--- src/rtl/grid_judge_if.sv ---
// Board/result bundle between the marker/recorder (master) and the tic-tac-toe judge (slave).
interface grid_judge_if;
  localparam int unsigned CELLS  = 9;
  localparam int unsigned GRID_W = 2 * CELLS;
  localparam int unsigned LINE_W = 3;

  logic [GRID_W-1:0] game_grid;
  logic              start;
  logic              busy;
  logic              result_valid;
  logic [1:0]        winner;
  logic [LINE_W-1:0] win_line;
  logic [CELLS-1:0]  highlight;
  logic              game_over;

  modport master (
    output game_grid, start,
    input  busy, result_valid, winner, win_line, highlight, game_over
  );

  modport slave (
    input  game_grid, start,
    output busy, result_valid, winner, win_line, highlight, game_over
  );
endinterface

--- src/rtl/grid_judge.sv ---
// Tic-tac-toe judge: snapshots the board on change, scans the 8 lines one per cycle,
// then reports the first winning line per player; a win latches until start.
module grid_judge (
  input  logic       clk,
  input  logic       reset,
  grid_judge_if.slave bus
);
  localparam int unsigned CELLS  = 9;
  localparam int unsigned GRID_W = 2 * CELLS;
  localparam int unsigned LINE_W = 3;

  typedef enum logic [1:0] {IDLE, SCAN, REPORT, OVER} state_t;

  state_t            state;
  logic [GRID_W-1:0] snapshot;
  logic [LINE_W-1:0] line_idx;
  logic              a_hit;
  logic              b_hit;
  logic [LINE_W-1:0] a_line;
  logic [LINE_W-1:0] b_line;

  // Cell mask of each line, rows then columns then diagonals.
  function automatic logic [CELLS-1:0] line_mask(input logic [LINE_W-1:0] idx);
    logic [CELLS-1:0] m;
    case (idx)
      3'd0:    m = 9'h007;
      3'd1:    m = 9'h038;
      3'd2:    m = 9'h1C0;
      3'd3:    m = 9'h049;
      3'd4:    m = 9'h092;
      3'd5:    m = 9'h124;
      3'd6:    m = 9'h111;
      default: m = 9'h054;
    endcase
    return m;
  endfunction

  logic [CELLS-1:0] cur_mask_c;
  logic             a_line_hit_c;
  logic             b_line_hit_c;
  logic [CELLS-1:0] win_mask_c;
  logic [LINE_W-1:0] rep_line_c;

  always_comb begin
    cur_mask_c   = line_mask(line_idx);
    a_line_hit_c = (snapshot[CELLS-1:0] & cur_mask_c) == cur_mask_c;
    b_line_hit_c = (snapshot[GRID_W-1:CELLS] & cur_mask_c) == cur_mask_c;
    rep_line_c   = a_hit ? a_line : (b_hit ? b_line : LINE_W'(0));
    win_mask_c   = (a_hit || b_hit) ? line_mask(rep_line_c) : CELLS'(0);
  end

  always_ff @(posedge clk or negedge reset) begin
    if (!reset) begin
      state            <= IDLE;
      snapshot         <= GRID_W'(0);
      line_idx         <= LINE_W'(0);
      a_hit            <= 1'b0;
      b_hit            <= 1'b0;
      a_line           <= LINE_W'(0);
      b_line           <= LINE_W'(0);
      bus.busy         <= 1'b0;
      bus.result_valid <= 1'b0;
      bus.winner       <= 2'b00;
      bus.win_line     <= LINE_W'(0);
      bus.highlight    <= CELLS'(0);
      bus.game_over    <= 1'b0;
    end else begin
      bus.result_valid <= 1'b0;
      if (bus.start) begin
        // New game wins over everything, including a simultaneous board change.
        state         <= IDLE;
        snapshot      <= GRID_W'(0);
        line_idx      <= LINE_W'(0);
        a_hit         <= 1'b0;
        b_hit         <= 1'b0;
        bus.busy      <= 1'b0;
        bus.winner    <= 2'b00;
        bus.win_line  <= LINE_W'(0);
        bus.highlight <= CELLS'(0);
        bus.game_over <= 1'b0;
      end else begin
        case (state)
          IDLE: begin
            if (bus.game_grid != snapshot) begin
              snapshot <= bus.game_grid;
              line_idx <= LINE_W'(0);
              a_hit    <= 1'b0;
              b_hit    <= 1'b0;
              bus.busy <= 1'b1;
              state    <= SCAN;
            end
          end
          SCAN: begin
            if (bus.game_grid != snapshot) begin
              snapshot <= bus.game_grid;
              line_idx <= LINE_W'(0);
              a_hit    <= 1'b0;
              b_hit    <= 1'b0;
            end else begin
              if (a_line_hit_c && !a_hit) begin
                a_hit  <= 1'b1;
                a_line <= line_idx;
              end
              if (b_line_hit_c && !b_hit) begin
                b_hit  <= 1'b1;
                b_line <= line_idx;
              end
              line_idx <= line_idx + LINE_W'(1);
              if (line_idx == LINE_W'(7)) begin
                bus.busy <= 1'b0;
                state    <= REPORT;
              end
            end
          end
          REPORT: begin
            bus.result_valid <= 1'b1;
            bus.winner       <= {b_hit, a_hit};
            bus.win_line     <= rep_line_c;
            bus.highlight    <= win_mask_c;
            if (a_hit || b_hit) begin
              bus.game_over <= 1'b1;
              state         <= OVER;
            end else begin
              state <= IDLE;
            end
          end
          OVER: begin
            state <= OVER;
          end
          default: state <= IDLE;
        endcase
      end
    end
  end
endmodule

--- src/flat_wrapper.sv ---
// flat-port wrapper written by rule: the top's interface ports become plain ports
module grid_judge_flat 
  (clk, reset, bus_game_grid, bus_start, bus_busy, bus_result_valid, bus_winner, bus_win_line, bus_highlight, bus_game_over);
  grid_judge_if bus_i ();
  input  logic clk;
  input  logic reset;
  input wire logic [$bits(bus_i.game_grid)-1:0] bus_game_grid;
  input wire logic [$bits(bus_i.start)-1:0] bus_start;
  output wire logic [$bits(bus_i.busy)-1:0] bus_busy;
  output wire logic [$bits(bus_i.result_valid)-1:0] bus_result_valid;
  output wire logic [$bits(bus_i.winner)-1:0] bus_winner;
  output wire logic [$bits(bus_i.win_line)-1:0] bus_win_line;
  output wire logic [$bits(bus_i.highlight)-1:0] bus_highlight;
  output wire logic [$bits(bus_i.game_over)-1:0] bus_game_over;
  assign bus_i.game_grid = bus_game_grid;
  assign bus_i.start = bus_start;
  assign bus_busy = bus_i.busy;
  assign bus_result_valid = bus_i.result_valid;
  assign bus_winner = bus_i.winner;
  assign bus_win_line = bus_i.win_line;
  assign bus_highlight = bus_i.highlight;
  assign bus_game_over = bus_i.game_over;
  grid_judge u_core (.clk(clk), .reset(reset), .bus(bus_i));
endmodule
--- config.mk ---
export PLATFORM = sky130hd
export DESIGN_NAME = grid_judge_flat
export DESIGN_NICKNAME = d
export VERILOG_FILES = /design/src/rtl/grid_judge_if.sv /design/src/rtl/grid_judge.sv /design/src/flat_wrapper.sv
export SDC_FILE = /design/constraint.sdc
export NUM_CORES = 1
export LEC_CHECK = 0
export ABC_AREA = 1
export BUFFER_PORTS_ARGS = -buffer_cell sky130_fd_sc_hd__buf_2
export CAP_MARGIN = 20
export CORE_UTILIZATION = 55
export CTS_BUF_LIST = sky130_fd_sc_hd__clkbuf_8
export DETAILED_ROUTE_END_ITERATION = 10
export HOLD_SLACK_MARGIN = 0.06
export PLACE_DENSITY = 0.88
export SYNTH_ARGS = -nofsm -noshare
export SYNTH_HDL_FRONTEND = slang
export SYNTH_SLANG_ARGS = --single-unit
--- constraint.sdc ---
create_clock -name clk -period 3.9 [get_ports clk]
set_input_delay 0.195 -clock clk [delete_from_list [all_inputs] [get_ports clk]]
set_output_delay 0.195 -clock clk [all_outputs]
set_load 0.01 [all_outputs]
==> flow_summary.toml, run 1 <==
[cts]
cts.htree.levels = 2
post_cts_resized = 0
cts-buffers-inserted = 5
post_cts_buffers = 0
tritoncts = "built"
clock_latency_ns = 0.31
clock_sinks = 48
clk_path_buf_depth = 2
clk_pin_slew_worst_paths_ns = 0.09
root_buffer = "clkbuf_8"
cts.hold.buffers_added = 0

[grt]
antenna_found_initial = 0
grt_max_degree = 49
grt_pass1_vias = 2211
grt_pass1_wl_mm = 10.0
grtUsageTotal_pct = 24.4
grt-ovfl-total = 0

[yosys]
netlist.area_leader.share_pct = 44.3
syn_nets = 378
netlist_instances = 351
synth.distinct_cells = 34
avgSynthCellArea_sq_um = 7.72
yosys_warnings = 0
syn-cell-area_sq_um = 2710
netlist_top_cells_area = "dfrtp_1 44%, nand2_1 14%, nand3_1 8.5%"
synth_top_cell_by_area = "dfrtp_1"
synth_seq_cells = 48
synth-seq-area-share_pct = 44.3

[finish]
antenna_cells = 0
syn_to_final_growth_pct = 12.9
nets = 415
drive_gt1_share_pct = 18.0
mostFrequentLayoutCell = "nand2_1"
mostFrequentLayoutCells = "101 x nand2_1, 48 x dfrtp_1, 46 x nand3_1"

[sta]
tightest_slew_ns = 0.571
slew_headroom_pct = 61.9
tns_ns = 0
hold_violations = 0
maxSlewViolCount = 0
rsz0062_at_grt = "false"
fin_skew_ns = 0.00708
setup_viol = 0
timing.fmax_ghz = 0.477
min_period_ns = 2.10
fin_crit_sh_pct = 53.8
worst_slack_ns = 1.80

[placement]
place_congestion = 0.982
dp_hpwl_mm = 4.01
post-place-ws_ns = 1.83
portBuffers = 37

[critical_path]
crit_arrival_ns = 2.30
cp_common_cell = "nand2_1"
slowest_delay_ns = 0.46
path_class = "flop to flop"
cpLargestDelayFamily = "simple AND/OR/NAND/NOR gates"
cp-start-kind = "flop"
cp.required_ns = 4.10
cp_max_fo = 7
cp_cell_sequence = "inv_1 > ha_1 > nand2_1 > nand2_1 > o21ai_0 > a21oi_1 > nand2_1 > nor3_2 > nand2_1 > nand2_1 > nand2_1"
path_buf_inv = 1
end_kind = "flop"
slowest_stage = "dfrtp_1"

[power_and_ir_drop]
p_leak_nw = 1.61
ir_drop_mv = 0.232
power.density_nw_per_um2 = 375

[detailed_routing]
vias_per_cell = 5.36
wl_mm = 5.75
dr.pass1.iters = 4
dr.first_iter.drc_count = 248
final_antenna_net_count = 0
routedWlPerCell_um = 12.6
drc_errors = 0
vias = 2442

[die]
rows = 25
die_area_sq_um = 5210
core_area_sq_um = 4720
fp.dieH_um = 72.2
io-pin-count = 38
start_util_pct = 57.4
die_x_um = 72.2

[job]
max_cap_viol_count = 0

[hold_path]
hold_class = "input pin to flop"

[run_status]
status = "finished, final reports clean"
final timing paths:
| path | to | cells past startpoint | slack (ns) | start |
|---|---|---|---|---|
| max | u_core.b_line[1] | 11 | 1.80 | u_core.line_idx[1] |
| min reg2reg | u_core.a_line[0] | 2 | 0.49 | u_core.a_line[0] |
| min in group asynchronous | u_core.bus.winner[0] | 2 | 0.33 | reset |
| max reg2reg | u_core.b_line[1] | 11 | 1.80 | u_core.line_idx[1] |
| max in group asynchronous | u_core.a_hit | 3 | 3.08 | reset |
| min | u_core.state[1] | 2 | 0.11 | bus_start |
synthesized netlist by cell type:
master / instances
a21oi_1: 7
o21ai_1: 9
ha_1: 6
nand3b_1: 1
a32o_1: 2
o21ai_0: 16
a22oi_1: 2
nor3_1: 1
or2_2: 2
buf_1: 1
o21a_1: 1
nand2_2: 1
nand2_1: 101
buf_2: 1
buf_8: 1
xnor2_1: 6
o21ai_2: 9
and2_4: 1
clkbuf_1: 4
nand3_1: 46
o31ai_1: 2
buf_6: 3
nor2_1: 15
nand3_2: 2
dfrtp_1: 48
inv_2: 4
nor3_2: 1
nor2_2: 3
o21bai_1: 1
xor2_1: 1
nand4_1: 5
inv_1: 44
o211ai_1: 3
and3_1: 1
per-stage QoR:
| stage | hold WS [ns] | power (mW) | util (%) | instances | cell area [sq um] |
|---|---|---|---|---|---|
| 2_1_floorplan | -0.101 | 0.725 | - | 351 | 2710 |
| 6_report | 0.105 | 1.15 | 64.7 | 456 | 3060 |
| 3_3_place_gp | 0.423 | 0.774 | 61.7 | 446 | 2910 |
| 5_1_grt | 0.120 | 1.20 | 64.7 | 456 | 3060 |
| 4_1_cts | 0.0979 | 1.14 | 64.1 | 454 | 3030 |
| 3_5_place_dp | 0.422 | 0.780 | 61.7 | 446 | 2910 |
logic make-up after synthesis:
family	share of synthesized area [%]
and+or+nand+nor	29.2
buffers and inverters	9.33
AOI/OAI and AO/OA	12.1
DFF	44.3
xor gates and xnor gates	2.26
adders and majority gates	2.77
layout make-up:
class                           count  area, sq um
Tap cell                           67         83.8
Timing Repair Buffer               40          223
Sequential cell                    48         1200
Inverter                           48          180
Clock buffer                        5         68.8
Clock inverter                      3         46.3
Fill cell                         393         1670
Multi-Input combinational cell    245         1250
state kept, by name, indices dropped and copies added (netlist names):
register and count:
u_core.bus.win_line 3, u_core.bus.result_valid 1, u_core.state 2, u_core.bus.busy 1, u_core.snapshot 18, u_core.bus.highlight 9
u_core.b_line 3, u_core.a_hit 1, u_core.a_line 3, u_core.b_hit 1, u_core.line_idx 3, u_core.bus.game_over 1
u_core.bus.winner 2
layer usage:
layer | share of wire (%) | global-route usage, %
met1 | 47 | 33.8
met2 | 45 | 38.7
met3 | 6.1 | 4.17
met4 | 2.1 | 8.50
met5 | 0 | 0
power breakdown:
group,leakage [nW],switching (mW),internal [mW]
registers,0.648,0.0279,0.533
clock network,0.0548,0.177,0.193
logic,0.910,0.143,0.0721
Note: power is estimated with default switching activity, not from simulation.
==> run 2: changes to the inputs <==
clock period = 1.95 ns   (was 3.9 ns; I/O delays follow)
==> run 2 against run 1 <==
Net effect: flip-flop and latch count did not move; final area rose by 4.3%; highest routed layer unchanged; first-iteration DRC count fell by 25%; final cell count rose by 3.1%.
==> flow_summary.toml, run 2 (synthesis results as in run 1) <==
[sta]
rsz0062_at_grt = "true"
min_period_ns = 1.92
slew_headroom_pct = 61.7
timing.fmax_ghz = 0.520
tightest_slew_ns = 0.575
maxSlewViolCount = 0
whs_ns = 0.0586
fin_crit_sh_pct = 98.7
hold_violations = 0
setup_viol = 0
fin_skew_ns = 0.00342
tns_ns = 0

[placement]
portBuffers = 37
placed_area_sq_um = 3010
dp.cells = 459
place_congestion = 0.918
dp_hpwl_mm = 4.50

[grt]
grt_pass1_vias = 2318
grt_pass1_wl_mm = 10.1
antenna_found_initial = 0
grtUsageTotal_pct = 24.8
grt-ovfl-total = 0
grt_max_degree = 39

[critical_path]
cp-start-kind = "flop"
cp_max_fo = 4
slowest_stage = "dfrtp_1"
cp_common_cell = "nand2_1"
cp_cell_sequence = "ha_2 > ha_2 > inv_2 > nand2_2 > nor2_1 > nand2_1 > nand3_1 > nand2_1 > inv_1 > nand2_2 > nor3_2 > nand2_1 > nand2_1 > nand2_1"
crit_arrival_ns = 2.13
cp.required_ns = 2.15
end_kind = "flop"
reg2reg_depth = 14
path_class = "flop to flop"
slowest_delay_ns = 0.44

[die]
core_area_sq_um = 4720
die_x_um = 72.2
fp.dieH_um = 72.2
start_util_pct = 57.4
io-pin-count = 38
rows = 25
die_area_sq_um = 5210

[power_and_ir_drop]
power.share.sequential_pct = 48.9
clockPowerShare_pct = 31.3
ir_drop_mv = 0.453
p_switching_uw = 690
combPwrFrac_pct = 19.8
p_leak_nw = 1.68
switching_share_pct = 30.1
power.density_nw_per_um2 = 718
internal-power_mw = 1.60

[cts]
tritoncts = "built"
clock_latency_ns = 0.30
cts.htree.levels = 2
clock_sinks = 48
cts-buffers-inserted = 5
clk_pin_slew_worst_paths_ns = 0.09
clk_path_buf_depth = 2
root_buffer = "clkbuf_8"

[detailed_routing]
vias_per_cell = 5.30
routedWlPerCell_um = 12.9
dr.pass1.iters = 4
drc_errors = 0
dr.first_iter.drc_count = 186
vias = 2491
final_antenna_net_count = 0
wl_mm = 6.07

[finish]
antenna_cells = 0
largest_register = "u_core.snapshot"
syn_to_final_growth_pct = 17.7
final_util_pct = 67.5
nets = 429
drive_gt1_share_pct = 24.3
mostFrequentLayoutCell = "nand2_1"
mostFrequentLayoutCells = "97 x nand2_1, 48 x dfrtp_1, 46 x nand3_1"
fin_area_sq_um = 3190
largest_register_ff_count = 18
reg_top3 = "u_core.snapshot: 18 flops, u_core.bus.highlight: 9 flops"
stdcell_count = 470

[run_status]
status = "finished, final reports clean"

[hold_path]
hold_class = "input pin to flop"
hold_path_depth = 3

[job]
max_cap_viol_count = 0
==> run 2: cell types whose count changed in the layout (fill, tap and decap cells not counted), sizes merged <==
cell / previous run / this run
inv: 49 / 48
buf: 39 / 52
dlygate4sd3: 1 / 2
clkinv: 0 / 1
==> run 2: layer usage <==
metal  GRT usage, %  routed length (um)  share of wire (%)
met1           32.8                2830                 47
met2           42.0                2890                 48
met3           4.86                 272                4.5
met4           6.32                  72                1.2
met5              0                   0                  0
==> run 2: repair_timing <==
item,CTS,global route
hold buffers,2,0
endpoints found under the hold margin,27,0
setup buffers,1,0
setup endpoints to repair,4,8
pin swaps,2,12
gates resized for setup,3,14
==> run 2: through the flow <==
stage	total power [mW]	worst slack, ns
2_1_floorplan	1.45	0.125
3_3_place_gp	1.56	0.00994
3_5_place_dp	1.58	-0.0164
4_1_cts	2.29	0.00522
5_1_grt	2.40	-0.105
6_report	2.29	0.0258
==> run 2: cell type report <==
cell class,count,area (sq um)
clock buffers,5,68.8
clock inverters,3,42.5
fillers,400,1530
inverters,48,180
multi-input cells,245,1290
flip-flops and latches,48,1200
well taps,67,83.8
repair buffers,54,318
==> run 2: path summary, 6_finish.rpt <==
check                                           from              endpoint  slack (ns)
worst max-delay path              u_core.line_idx[0]      u_core.b_line[0]        0.03
worst min-delay path                bus_game_grid[6]    u_core.snapshot[6]        0.06
worst max register to register    u_core.line_idx[0]      u_core.b_line[0]        0.03
worst min register to register  u_core.bus.game_over  u_core.bus.game_over        0.49
max in group asynchronous                      reset    u_core.line_idx[0]        1.04
min in group asynchronous                      reset   u_core.snapshot[14]        0.32
==> run 2: power groups by stage <==
stage / registers [mW] / clock network (mW) / logic, mW
after floorplan: 1.13 / 0 / 0.317
after global placement: 1.14 / 0 / 0.426
after detailed placement: 1.14 / 0 / 0.439
after CTS: 1.12 / 0.724 / 0.447
after global routing: 1.13 / 0.761 / 0.509
final: 1.12 / 0.717 / 0.453
==> run 2: worst max-delay path: cells and delay by family (launching register included) <==
family / cells / cell delay (ns)
fa+ha+maj: 2 / 0.38
buf+inv: 2 / 0.12
flops: 1 / 0.44
simple gates: 10 / 0.89
